## config.mk

```make
export PLATFORM = sky130hd
export DESIGN_NAME = game_ctrl
export DESIGN_NICKNAME = d
export VERILOG_FILES = /design/src/rtl/game2048_pkg.sv /design/src/rtl/game_ctrl_dir_encoder.sv /design/src/rtl/game_ctrl.sv
export SDC_FILE = /design/constraint.sdc
export NUM_CORES = 1
export LEC_CHECK = 0
export CORE_UTILIZATION = 49
export CTS_BUF_LIST = sky130_fd_sc_hd__clkbuf_8
export CTS_CLUSTER_SIZE = 28
export DETAILED_ROUTE_END_ITERATION = 7
export GPL_TIMING_DRIVEN = 0
export HOLD_SLACK_MARGIN = 0.05
export PLACE_DENSITY_LB_ADDON = 0.25
export REMOVE_ABC_BUFFERS = 1
export SYNTH_ARGS = -nofsm -noshare
export SYNTH_HDL_FRONTEND = slang
export SYNTH_SLANG_ARGS = --single-unit
```

## constraint.sdc

```tcl
create_clock -name clk -period 2.4 [get_ports clk]
set_clock_uncertainty 0.2 [all_clocks]
set_input_delay 0.36 -clock clk [delete_from_list [all_inputs] [get_ports clk]]
set_output_delay 0.36 -clock clk [all_outputs]
set_load 0.05 [all_outputs]
```

## src/rtl/game2048_pkg.sv

```systemverilog
// Shared types and constants for the 2048 game controller: FSM states,
// direction encoding and board geometry.
package game2048_pkg;

    typedef enum logic [2:0] {
        ST_IDLE  = 3'd0,
        ST_SPAWN = 3'd1,
        ST_READY = 3'd2,
        ST_MOVE  = 3'd3,
        ST_CHECK = 3'd4,
        ST_WON   = 3'd5,
        ST_LOST  = 3'd6,
        ST_ERR   = 3'd7
    } state_t;

    typedef enum logic [1:0] {
        DIR_UP    = 2'b00,
        DIR_DOWN  = 2'b01,
        DIR_LEFT  = 2'b10,
        DIR_RIGHT = 2'b11
    } dir_t;

    localparam int CELL_W     = 12;
    localparam int MAX_WIN    = 11;
    localparam int INIT_TILES = 2;

endpackage

```

## src/rtl/game_ctrl_dir_encoder.sv

```systemverilog
// One-hot {up,down,left,right} to 2-bit direction code; valid only when
// exactly one bit is set.
module dir_encoder
    import game2048_pkg::*;
(
    input  logic [3:0] onehot,
    output logic [1:0] code,
    output logic       valid
);

    always_comb begin
        code  = DIR_UP;
        valid = 1'b0;
        case (onehot)
            4'b1000: begin code = DIR_UP;    valid = 1'b1; end
            4'b0100: begin code = DIR_DOWN;  valid = 1'b1; end
            4'b0010: begin code = DIR_LEFT;  valid = 1'b1; end
            4'b0001: begin code = DIR_RIGHT; valid = 1'b1; end
            default: begin code = DIR_UP;    valid = 1'b0; end
        endcase
    end

endmodule

```

## src/rtl/game_ctrl.sv

```systemverilog
// 2048 game sequencing FSM with spawn/move watchdog.
// Optional move counter enabled by defining GAME_CTRL_MOVE_CNT_EN.
module game_ctrl
    import game2048_pkg::*;
#(
    parameter int TIMEOUT = 255,
    parameter int CNT_W   = 16
) (
    input  logic             clk,
    input  logic             rst_n,
    input  logic             start,
    input  logic             dir_valid,
    input  logic [3:0]       dir_in,
    input  logic             move_done,
    input  logic             move_changed,
    input  logic             spawn_done,
    input  logic             win_in,
    input  logic             lose_in,
    output logic             board_clr,
    output logic             move_req,
    output logic [1:0]       move_dir,
    output logic             spawn_req,
    output logic             busy,
    output logic             game_won,
    output logic             game_over,
    output logic             error,
    output logic [2:0]       state,
    output logic [CNT_W-1:0] move_count
);

    localparam int WD_W = (TIMEOUT < 2) ? 1 : $clog2(TIMEOUT);

    state_t          st;
    logic [1:0]      init_cnt;
    logic [WD_W-1:0] wd;
    logic [1:0]      enc_code;
    logic            enc_valid;
    logic            wd_expired;
    logic            restart;

    dir_encoder u_enc (
        .onehot (dir_in),
        .code   (enc_code),
        .valid  (enc_valid)
    );

    assign state      = st;
    assign wd_expired = (wd == WD_W'(TIMEOUT - 1));
    assign restart    = start && (st == ST_IDLE || st == ST_WON ||
                                  st == ST_LOST || st == ST_ERR);

    always_ff @(posedge clk or negedge rst_n) begin
        if (!rst_n) begin
            st        <= ST_IDLE;
            init_cnt  <= 2'd0;
            wd        <= '0;
            board_clr <= 1'b0;
            move_req  <= 1'b0;
            move_dir  <= 2'b00;
            spawn_req <= 1'b0;
            busy      <= 1'b0;
            game_won  <= 1'b0;
            game_over <= 1'b0;
            error     <= 1'b0;
        end else begin
            board_clr <= 1'b0;
            move_req  <= 1'b0;
            spawn_req <= 1'b0;
            case (st)
                ST_IDLE, ST_WON, ST_LOST, ST_ERR: begin
                    if (restart) begin
                        st        <= ST_SPAWN;
                        board_clr <= 1'b1;
                        spawn_req <= 1'b1;
                        init_cnt  <= 2'(INIT_TILES);
                        wd        <= '0;
                        busy      <= 1'b1;
                        game_won  <= 1'b0;
                        game_over <= 1'b0;
                        error     <= 1'b0;
                    end
                end
                ST_SPAWN: begin
                    if (spawn_done) begin
                        // Initial board needs two tiles; after a move only one.
                        if (init_cnt > 2'd1) begin
                            init_cnt  <= init_cnt - 2'd1;
                            spawn_req <= 1'b1;
                            wd        <= '0;
                        end else begin
                            st <= ST_CHECK;
                        end
                    end else if (wd_expired) begin
                        st    <= ST_ERR;
                        error <= 1'b1;
                        busy  <= 1'b0;
                    end else begin
                        wd <= wd + WD_W'(1);
                    end
                end
                ST_READY: begin
                    if (dir_valid && enc_valid) begin
                        st       <= ST_MOVE;
                        move_dir <= enc_code;
                        move_req <= 1'b1;
                        wd       <= '0;
                        busy     <= 1'b1;
                    end
                end
                ST_MOVE: begin
                    if (move_done) begin
                        if (move_changed) begin
                            st        <= ST_SPAWN;
                            spawn_req <= 1'b1;
                            init_cnt  <= 2'd1;
                            wd        <= '0;
                        end else begin
                            st   <= ST_READY;
                            busy <= 1'b0;
                        end
                    end else if (wd_expired) begin
                        st    <= ST_ERR;
                        error <= 1'b1;
                        busy  <= 1'b0;
                    end else begin
                        wd <= wd + WD_W'(1);
                    end
                end
                ST_CHECK: begin
                    busy <= 1'b0;
                    if (win_in) begin
                        st       <= ST_WON;
                        game_won <= 1'b1;
                    end else if (lose_in) begin
                        st        <= ST_LOST;
                        game_over <= 1'b1;
                    end else begin
                        st <= ST_READY;
                    end
                end
                default: st <= ST_IDLE;
            endcase
        end
    end

`ifdef GAME_CTRL_MOVE_CNT_EN
    logic [CNT_W-1:0] cnt_q;

    always_ff @(posedge clk or negedge rst_n) begin
        if (!rst_n) begin
            cnt_q <= '0;
        end else if (restart) begin
            cnt_q <= '0;
        end else if (st == ST_MOVE && move_done && move_changed && cnt_q != '1) begin
            cnt_q <= cnt_q + CNT_W'(1);
        end
    end

    assign move_count = cnt_q;
`else
    assign move_count = '0;
`endif

endmodule

```

==> results list <==
- The flow ran to the end, and the final reports show no timing, DRC or antenna violations.
* Library cell with the largest summed area after synthesis: sky130_fd_sc_hd__dfrtp_1
- The library cell used most frequently in the layout, excluding fill and tap cells, is sky130_fd_sc_hd__clkdlybuf4s50_1.
* MaxCap Viol Count: 0
- Summed over all cells, the static leakage comes to 0.775 nW.
- Ratio of final minimum period to clock period: 0.959
- Clock latency on the worst-skew pair: 270 ps
* Area share of fa/ha/maj cells after synthesis: 0.0262
* Number of levels the H-tree was split into: 1
- Placeable core region: 0.00276 mm²
* Post-route antenna net violation count: 0
- The share of total power dissipated in the clock network is 0.188.
- Sequential cell area fraction in the yosys report: 0.384
- In this run the critical register-to-register path is launched from state[1].
- STA puts the critical path data arrival time at 1740 ps.
* Simple-gate area share of the yosys netlist: 0.181
- The layout has 243 filler cells.
- Each instance of the synthesized netlist takes up on average 8.97 µm².
- Pins over their slew limit: 0
* Ports placed on the boundary: 41
- STA classifies the critical path startpoint as a flip-flop.
- In the global route stage, overall resource usage came out at 0.212.
- Switching power total: 0.000850 W
* End point of the critical path: state[1]
* Worst-path cell chain: clkdlybuf4s50_1
- In this run the cell area of the synthesized design comes to 0.00144 mm².
- The worst path needs 2300 ps of the cycle, external delays included.
- The floorplan step set the die width to 56.1 µm.
- The root buffer cell chosen for the clock tree is sky130_fd_sc_hd__clkbuf_8.
- In this run, CTS created clock tree buffers numbering 3.
* Post-detailed-placement half-perimeter wirelength: 2280 µm
- For this run, the top clock speed supported by timing is 0.434 GHz.
- TritonCTS built the clock tree.
* CP Depth: 1
- The first detailed-routing pass ran for 4 iterations.
- Power density relative to cell area: 1110 mW/mm²
* Wire length of the first global-routing pass: 5200 µm
- On the worst path, the slowest cell contributes a delay of 880 ps.
* Fraction of registers with async set or reset after synthesis: 1.00
- Compared with the post-synthesis result, the final layout area differs by 18.1%.
- Cell-internal power: 0.00104 W
- Post-synthesis mux area share: 0.0323
- Post-synthesis instance total: 160
- After clock tree synthesis, the setup repair step added 0 buffers.
* Initial antenna violation count: 0
- Slowest-stage cell, CP: sky130_fd_sc_hd__clkdlybuf4s50_1
* Post-synth EDFFs: 0
- Buffers from clock root to sink, at most: 2
- In this run the core area contains 19 standard-cell rows.
- In the final routed layout, each cell accounts on average for 14.0 µm.
- The share of total power dissipated in combinational logic is 0.509.
* Max-Slew Margin vs Limit: 0.322
- Of the total power, the share spent switching nets is 0.450.
- CP startpoint: state[1]
- Kind of end point of the critical path: output pin
* Area of the die: 0.00315 mm²
* Inserted Diodes: 0
- Setup violations remaining at the end of the flow were counted as 0.
- For the pin with the worst max-slew slack, the measured transition is 1010 ps.
* Wire length after detailed routing: 3000 µm
* Final core utilization: 0.615
* Synth top area cells: sky130_fd_sc_hd__dfrtp_1, sky130_fd_sc_hd__buf_4, sky130_fd_sc_hd__a21oi_1
* Worst setup slack for register-to-register paths: 260 ps
* Share of layout cells above drive strength 1: 0.0656
* Worst ir drop on vdd: 0.663 mV
- In the layout the commonest cells are sky130_fd_sc_hd__clkdlybuf4s50_1, sky130_fd_sc_hd__dfrtp_1, sky130_fd_sc_hd__conb_1.
- Of the total power, registers draw 0.303.
- Measured along the y axis, the die boundary spans 56.1 µm.
- Post-synthesis compound-gate area fraction: 0.228
* DR vias/cell: 5.63
- Summing internal, switching and leakage power gives 0.00189 W.
- Yosys mapped the design onto 50 distinct sky130hd cell types.
- The worst hold path was traced through 2 stages.
- Counting both buffers and inverters, the worst setup path holds a total of 1.
- The initial utilization of the core area, before any placement, comes to 0.520.
- In this run the worst hold path is classified as reg -> reg.
- Broken down by cell family, the worst path's largest delay share belongs to buffers and inverters.
- Port bufs: 24
- Destination of the worst register-to-register timing path: state[0]
* Synthesis Warnings: 0
- Entering global routing, the biggest net connects 23 pins.
- Top-area cell type share of the netlist area: 0.384
- DRC violations left: 0
* Number of synthesized register bits: 22
- Grt total ovfl: 0
- Along the worst path, the maximum fanout reaches 14.
* Routed vias: 1205
* Number of DRC markers in iteration 0: 42
- Global placer's final weighted congestion: 0.814
- Dominant combinational cell family by area after synthesis: compound AO/OA/AOI/OAI gates
- Clk slew on worst S/H paths: 90 ps
* Net count, final: 200
* # clock sinks: 22
* Critical path start-end classification: reg -> out
- Number of global-route vias before repair: 1139
- Xor and xnor fraction of the mapped netlist area: 0.0183
- For this design, the CTS-stage hold fixing added 0 buffers.
- Final hold violation count: 0
- RSZ-0062 raised after global routing: no
* Worst path required time: 1840 ps
- Post-synth top flop: sky130_fd_sc_hd__dfrtp_1
- Depth of the worst register-to-register path: 5
- CTS resizes: 0
==> through the flow <==
stage / setup WS (ps) / std cells / hold WS [ps] / setup TNS, ps / instance area [µm²]
finish: 98.3 / 214 / 297 / 0 / 1700
detailed placement: -72.4 / 210 / 279 / -229 / 1620
global route: 27.4 / 214 / 369 / 0 / 1700
global placement: -33.4 / 210 / 273 / -73.3 / 1620
CTS: 90.3 / 214 / 309 / 0 / 1700
floorplan: 144 / 155 / -136 / 0 / 1350
==> cell type report <==
cell class,count,area [µm²],area share
timing repair buffer,24,240,0.142
sequential,22,551,0.325
multi-input combinational,123,757,0.446
clock buffer,3,41.3,0.0244
clock inverter,1,30.0,0.0177
inverter,10,37.5,0.0221
tap,31,38.8,0.0229
==> how the worst min path moves through the flow <==
stage / from / endpoint / slack, ps
after floorplan: rst_n / board_clr / -140
after global placement: move_dir[0] / move_dir[0] / 270
after detailed placement: move_dir[0] / move_dir[0] / 280
after CTS: move_dir[0] / move_dir[0] / 310
after global routing: error / error / 370
final: move_dir[0] / move_dir[0] / 300
==> cell usage after synthesis (2+ instances only) <==
cell type                   n
sky130_fd_sc_hd__a21o_1     2
sky130_fd_sc_hd__a21o_2     2
sky130_fd_sc_hd__a21oi_1   12
sky130_fd_sc_hd__a31oi_1    2
sky130_fd_sc_hd__buf_2      3
sky130_fd_sc_hd__buf_4     16
sky130_fd_sc_hd__dfrtp_1   22
sky130_fd_sc_hd__ha_1       3
sky130_fd_sc_hd__inv_1     10
sky130_fd_sc_hd__mux2i_1    2
sky130_fd_sc_hd__nand2_1   15
sky130_fd_sc_hd__nand2b_1   4
sky130_fd_sc_hd__nand3_1    6
sky130_fd_sc_hd__nand4_1    2
sky130_fd_sc_hd__nor2_1    12
sky130_fd_sc_hd__nor2b_1    2
sky130_fd_sc_hd__o211ai_1   3
sky130_fd_sc_hd__o21a_1     2
sky130_fd_sc_hd__o21ai_0    5
sky130_fd_sc_hd__o31ai_1    2
sky130_fd_sc_hd__o32ai_1    2
sky130_fd_sc_hd__or3_1      2
sky130_fd_sc_hd__xnor2_1    2
==> power by group through the flow <==
stage	sequential [W]	clock (W)	combinational, W
after floorplan	0.000760	0	0.000505
after global placement	0.000572	0	0.000933
after detailed placement	0.000577	0	0.000962
after CTS	0.000571	0.000360	0.000966
after global routing	0.000593	0.000375	0.00105
final	0.000573	0.000356	0.000961
==> layer usage <==
metal,track usage,wire length (µm),part of all wire,vias up
li1,-,-,-,587
met1,0.280,1320,0.44,557
met2,0.344,1440,0.48,52
met3,0.0349,172,0.057,9
met4,0.0906,65,0.022,0
met5,0,0,0,-
==> cells by family after synthesis <==
logic type / after synthesis
other: 1
xor gates and xnor gates: 3
AOI/OAI and AO/OA: 45
adders and majority gates: 3
and+or+nand+nor: 52
DFF: 22
muxes: 4
buffers and inverters: 30
==> registers in the layout, indices dropped and copies added (netlist names) <==
name / cells
wd: 8
state: 3
init_cnt: 2
move_dir: 2
board_clr: 1
busy: 1
error: 1
game_over: 1
game_won: 1
move_req: 1
spawn_req: 1
Note: power is estimated with default switching activity, not from simulation.
